--- src/rtl/store_merge_unit.sv ---
// Store sequencer for a 64-bit data memory: sd writes directly, sw/sh/sb do read-merge-write; busy holds off new requests.
// Latency start->done: sd 2 cycles, sw/sh/sb MEM_RD_LAT+2 cycles. Optional build macro: MISALIGN_TRAP_EN.
module store_merge_unit #(
    parameter int MEM_RD_LAT = 1
) (
    input  logic        clk,
    input  logic        reset_n,
    input  logic        start,
    input  logic [1:0]  tam,
    input  logic [63:0] addr,
    input  logic [63:0] wdata,
    input  logic [63:0] mem_rdata,
    output logic [63:0] mem_addr,
    output logic [63:0] mem_wdata,
    output logic        mem_we,
    output logic        busy,
    output logic        done,
    output logic        err
);

    localparam int CNT_W = (MEM_RD_LAT > 1) ? $clog2(MEM_RD_LAT) : 1;
    localparam logic [CNT_W-1:0] CNT_INIT = CNT_W'(MEM_RD_LAT - 1);

    localparam logic [1:0] TAM_SD = 2'b00;
    localparam logic [1:0] TAM_SW = 2'b01;
    localparam logic [1:0] TAM_SH = 2'b10;

    typedef enum logic [1:0] {
        S_IDLE = 2'b00,
        S_RD   = 2'b01,
        S_WR   = 2'b10,
        S_DN   = 2'b11
    } state_t;

    state_t           r_state;
    state_t           w_state_nxt;
    logic [CNT_W-1:0] r_cnt;
    logic [1:0]       r_tam;
    logic [2:0]       r_lane;
    logic [63:0]      r_wdata;
    logic [63:0]      r_mem_addr;
    logic [63:0]      r_mem_wdata;
    logic             r_mis;
    logic             w_accept;
    logic             w_mis;
    logic             w_rd_last;

    // Replace only the addressed lane of the read doubleword; everything else passes through.
    function automatic logic [63:0] f_merge(
        input logic [63:0] old_dw,
        input logic [1:0]  size,
        input logic [2:0]  lane,
        input logic [63:0] dat
    );
        logic [63:0] res;
        res = old_dw;
        case (size)
            TAM_SW:  res[{lane[2],   5'd0} +: 32] = dat[31:0];
            TAM_SH:  res[{lane[2:1], 4'd0} +: 16] = dat[15:0];
            default: res[{lane[2:0], 3'd0} +: 8]  = dat[7:0];
        endcase
        return res;
    endfunction

`ifdef MISALIGN_TRAP_EN
    always_comb begin
        w_mis = 1'b0;
        case (tam)
            TAM_SD:  w_mis = (addr[2:0] != 3'b000);
            TAM_SW:  w_mis = (addr[1:0] != 2'b00);
            TAM_SH:  w_mis = addr[0];
            default: w_mis = 1'b0;
        endcase
    end
`else
    assign w_mis = 1'b0;
`endif

    assign w_accept  = (r_state == S_IDLE) && start;
    assign w_rd_last = (r_cnt == '0);

    always_ff @(posedge clk or negedge reset_n) begin
        if (!reset_n) begin
            r_state <= S_IDLE;
        end else begin
            r_state <= w_state_nxt;
        end
    end

    // A trapped store still spends the WR slot (with the strobe suppressed) so it keeps sd timing.
    always_comb begin
        w_state_nxt = r_state;
        case (r_state)
            S_IDLE: begin
                if (start) begin
                    w_state_nxt = ((tam == TAM_SD) || w_mis) ? S_WR : S_RD;
                end
            end
            S_RD:    if (w_rd_last) w_state_nxt = S_WR;
            S_WR:    w_state_nxt = S_DN;
            S_DN:    w_state_nxt = S_IDLE;
            default: w_state_nxt = S_IDLE;
        endcase
    end

    always_ff @(posedge clk or negedge reset_n) begin
        if (!reset_n) begin
            r_cnt       <= '0;
            r_tam       <= 2'b00;
            r_lane      <= 3'b000;
            r_wdata     <= '0;
            r_mem_addr  <= '0;
            r_mem_wdata <= '0;
            r_mis       <= 1'b0;
        end else if (w_accept) begin
            r_cnt      <= CNT_INIT;
            r_tam      <= tam;
            r_lane     <= addr[2:0];
            r_wdata    <= wdata;
            r_mem_addr <= {addr[63:3], 3'b000};
            r_mis      <= w_mis;
            if (tam == TAM_SD) begin
                r_mem_wdata <= wdata;
            end
        end else if (r_state == S_RD) begin
            if (w_rd_last) begin
                r_mem_wdata <= f_merge(mem_rdata, r_tam, r_lane, r_wdata);
            end else begin
                r_cnt <= r_cnt - 1'b1;
            end
        end
    end

    assign mem_addr  = r_mem_addr;
    assign mem_wdata = r_mem_wdata;
    assign mem_we    = (r_state == S_WR) && !r_mis;
    assign busy      = (r_state != S_IDLE);
    assign done      = (r_state == S_DN);

`ifdef MISALIGN_TRAP_EN
    assign err = (r_state == S_DN) && r_mis;
`else
    assign err = 1'b0;
`endif

endmodule
--- config.mk ---
export PLATFORM = sky130hd
export DESIGN_NAME = store_merge_unit
export DESIGN_NICKNAME = d
export VERILOG_FILES = /design/src/rtl/store_merge_unit.sv
export SDC_FILE = /design/constraint.sdc
export NUM_CORES = 1
export LEC_CHECK = 0
export CELL_PAD_IN_SITES_DETAIL_PLACEMENT = 2
export CELL_PAD_IN_SITES_GLOBAL_PLACEMENT = 2
export CORE_MARGIN = 2
export CORE_UTILIZATION = 24
export DETAILED_ROUTE_END_ITERATION = 7
export PLACE_DENSITY = 0.83
export RECOVER_POWER = 100
export SYNTH_ARGS = -nofsm -noshare
export SYNTH_HDL_FRONTEND = slang
export SYNTH_SLANG_ARGS = --single-unit
--- constraint.sdc ---
create_clock -name clk -period 2.9 [get_ports clk]
set_input_delay 0.435 -clock clk [delete_from_list [all_inputs] [get_ports clk]]
set_output_delay 0.435 -clock clk [all_outputs]
set_load 0.03 [all_outputs]
==> results <==
## placed cells by master (no fill, tap or decap), types with 5 or more instances in the layout
master / count
diode_2: 8
a221o_1: 43
o31ai_1: 63
a21oi_1: 104
clkbuf_1: 5
a221oi_1: 68
clkdlybuf4s50_1: 195
nand2_1: 321
and3_1: 45
ha_1: 17
mux2_2: 64
a32o_1: 18
nor3b_1: 9
o21ai_0: 8
dfrtp_1: 163
clkbuf_16: 17
buf_4: 32
inv_1: 10
dlygate4sd3_1: 129
clkbuf_2: 5
nand3_1: 6
nor2b_1: 5
a211oi_1: 15
## power by group through the flow
stage	clock, µW	sequential, µW	combinational [µW]
after global routing	2540	4730	11800
after detailed placement	0	4650	11300
final	2380	4600	10900
after floorplan	0	5640	5520
after global placement	0	4590	10900
after CTS	2450	4620	11300
## routing by layer
layer | global-route usage [%] | part of all wire [%]
met1 | 26.9 | 42
met2 | 36.1 | 47
met3 | 6.65 | 7.5
met4 | 9.29 | 3.2
met5 | 0 | 0.24
## cell families (layout without fill, tap and decap cells)
family          count (synthesis)  after routing  share of synthesized area [%]
fa+ha+maj                      18             18                           2.30
simple gates                  413            413                           18.7
compound gates                327            327                           24.7
buf+inv                       116            410                           4.83
flops                         164            164                           41.9
other cells                     1             12                         0.0383
mux                            65             65                           7.47
## layout make-up
type | instances | area (µm²) | area share [%]
diodes | 8 | 20.0 | 0.140
clock buffers | 21 | 450 | 3.16
clock inverters | 9 | 131 | 0.922
inverters | 11 | 41.3 | 0.290
multi-input cells | 827 | 5250 | 36.8
flip-flops and latches | 164 | 4110 | 28.8
well taps | 525 | 657 | 4.61
repair buffers | 369 | 3600 | 25.2
## worst paths after layout
check / to / startpoint
setup / recovery: mem_addr[26]$_DFFE_PN0P_ / r_state[0]$_DFFE_PN0P_
hold / removal: mem_addr[34]$_DFFE_PN0P_ / mem_addr[34]$_DFFE_PN0P_
setup reg to reg: mem_addr[26]$_DFFE_PN0P_ / r_state[0]$_DFFE_PN0P_
hold reg to reg: mem_addr[34]$_DFFE_PN0P_ / mem_addr[34]$_DFFE_PN0P_
max in group asynchronous: mem_addr[53]$_DFFE_PN0P_ / reset_n
min in group asynchronous: mem_wdata[36]$_DFFE_PN0P_ / reset_n
## metrics by stage
| step | hold WS, ns | util [%] | power (µW) | instance area, µm² | setup slack [ns] |
|---|---|---|---|---|---|
| 2_1_floorplan | 0.139 | - | 11200 | 9800 | 0.0568 |
| 3_3_place_gp | 0.424 | 34.2 | 15500 | 13700 | 0.426 |
| 3_5_place_dp | 0.446 | 34.2 | 15900 | 13700 | 0.267 |
| 4_1_cts | 0.483 | 35.7 | 18400 | 14300 | 0.285 |
| 5_1_grt | 0.493 | 35.6 | 19100 | 14200 | 0.0726 |
| 6_report | 0.473 | 35.6 | 17900 | 14300 | 0.262 |
## worst max-delay path: stages, from the launching register on
cell      delay (ns)
dfrtp_1         0.42
inv_1           0.14
ha_1            0.30
and2_1          0.69
clkbuf_4        0.68
nand2_1         0.21
nand2_1         0.10
## repair_timing
item | CTS | global route
gates resized for setup | 0 | 0
setup buffers | 0 | 0
hold buffers | 1 | 0
endpoints found under the hold margin | 44 | 0
## state kept, by name, summed over array words and instances (netlist names)
| register | cells |
|---|---|
| r_state | 2 |
| mem_wdata | 64 |
| mem_addr | 61 |
| r_wdata | 32 |
| r_lane | 3 |
| r_tam | 2 |
==> summary.md <==
| Metric | Value |
|---|---|
| Count leader, synth | nand2_1 |
| Kind of critical path | flop to flop |
| # setup viols final | 0 |
| Placeable Area | 40,000 µm² |
| Post-synthesis instance total | 1,104 |
| Final std cells w/o fill | 1,934 |
| DP HPWL | 33,600 µm |
| Die span in x | 206 µm |
| Combinational fraction of design power | 61.0% |
| Post-synth top area share | 41.9% |
| DRT iter0 DRCs | 467 |
| Sw Share | 50.2% |
| First-pass GRT wire length | 70,500 µm |
| CTS tree | built |
| Cell Int Power | 8920 µW |
| Flop pwr share | 25.7% |
| Vias in the first global route | 11,400 |
| Area Overhead vs Synth | 45.6% |
| Worst VDD drop | 0.524 mV |
| Die H | 206 µm |
| Fin. Hold Viols | 0 |
| WP data arrival | 3.02 ns |
| Worst-path clk slew | 0.07 ns |
| Clk buf depth | 2 |
| Gpl congestion | 0.850 |
| CTS buffer count | 17 |
| Clock Latency Late Sink | 0.45 ns |
| Yosys warns | 0 |
| Setup TNS | 0 ns |
| Post-Syn Area per Cell | 8.86 µm² |
| GRT Resource Usage Total | 22.1% |
| R2R Setup Slk | 0.26 ns |
| Vias | 10,300 |
| Synth top cells by count | nand2_1 (321), dfrtp_1 (164), a21oi_1 (104) |
| Synth area leader | dfrtp_1 |
| # fillers | 4,414 |
| Worst R2R Path Depth | 6 |
| Worst Setup End Kind | flop |
| Clock skew | 0.0125 ns |
| Syn Std Cell Area | 9790 µm² |
| Wire per inst | 24.2 µm |
| Pre-Repair DR Iteration Count | 5 |
| # H-tree levels | 4 |
| Post-synth EDFFs | 0 |
| DRC viols | 0 |
| Max-Cap Viols | 0 |
| Min Tclk post-route | 2.64 ns |
| Remaining antenna violation count | 0 |
| Hold Crit Depth | 2 |
| Antenna violations before repair | 14 |
| Num ports | 329 |
| CTS Sinks | 164 |
| Slew Limit Fails | 0 |
| Total grt overflow | 0 |
| Initial Utilization | 24.5% |
| Max-slew headroom | 2.46% |
| Period Utilization, post-route | 91.0% |
| WL final | 46,800 µm |
| Maximum clock rate | 379 MHz |
| Static Leakage | 0.00630 µW |
| Ys flop type | dfrtp_1 |
| Post-layout nets | 1,605 |
| Site row count | 73 |
| Crit path max fanout | 48 |
| Worst-margin pin slew | 1.46 ns |
| Clock power share | 13.3% |
| Flip-flop and latch count after synthesis | 164 |
| Full die area | 42,400 µm² |
| Unrepaired setup endpoints after global routing | no |
| Req. time, crit path | 3.28 ns |
| Largest net degree at the start of global routing | 67 |
| HP Class | flop to flop |
| Clk root buf | clkbuf_16 |
| Synth area leaders | dfrtp_1 (42%), nand2_1 (12%), mux2_2 (7.4%) |
| Sw Pwr | 8980 µW |
| DP Cell Count | 1,895 |
| Register area share after synthesis | 41.9% |
| Netlist cell types | 49 |
| Vias/cell | 5.35 |
| Synth async-reset ratio | 100% |
| Status | completed |
| Critical path startpoint category | flop |
| Pwr dens | 1260 nW/µm² |
| Fraction of layout cells with a size suffix above 1 | 10.3% |
| # port buffers | 324 |
(Power assumes the default switching activity.)
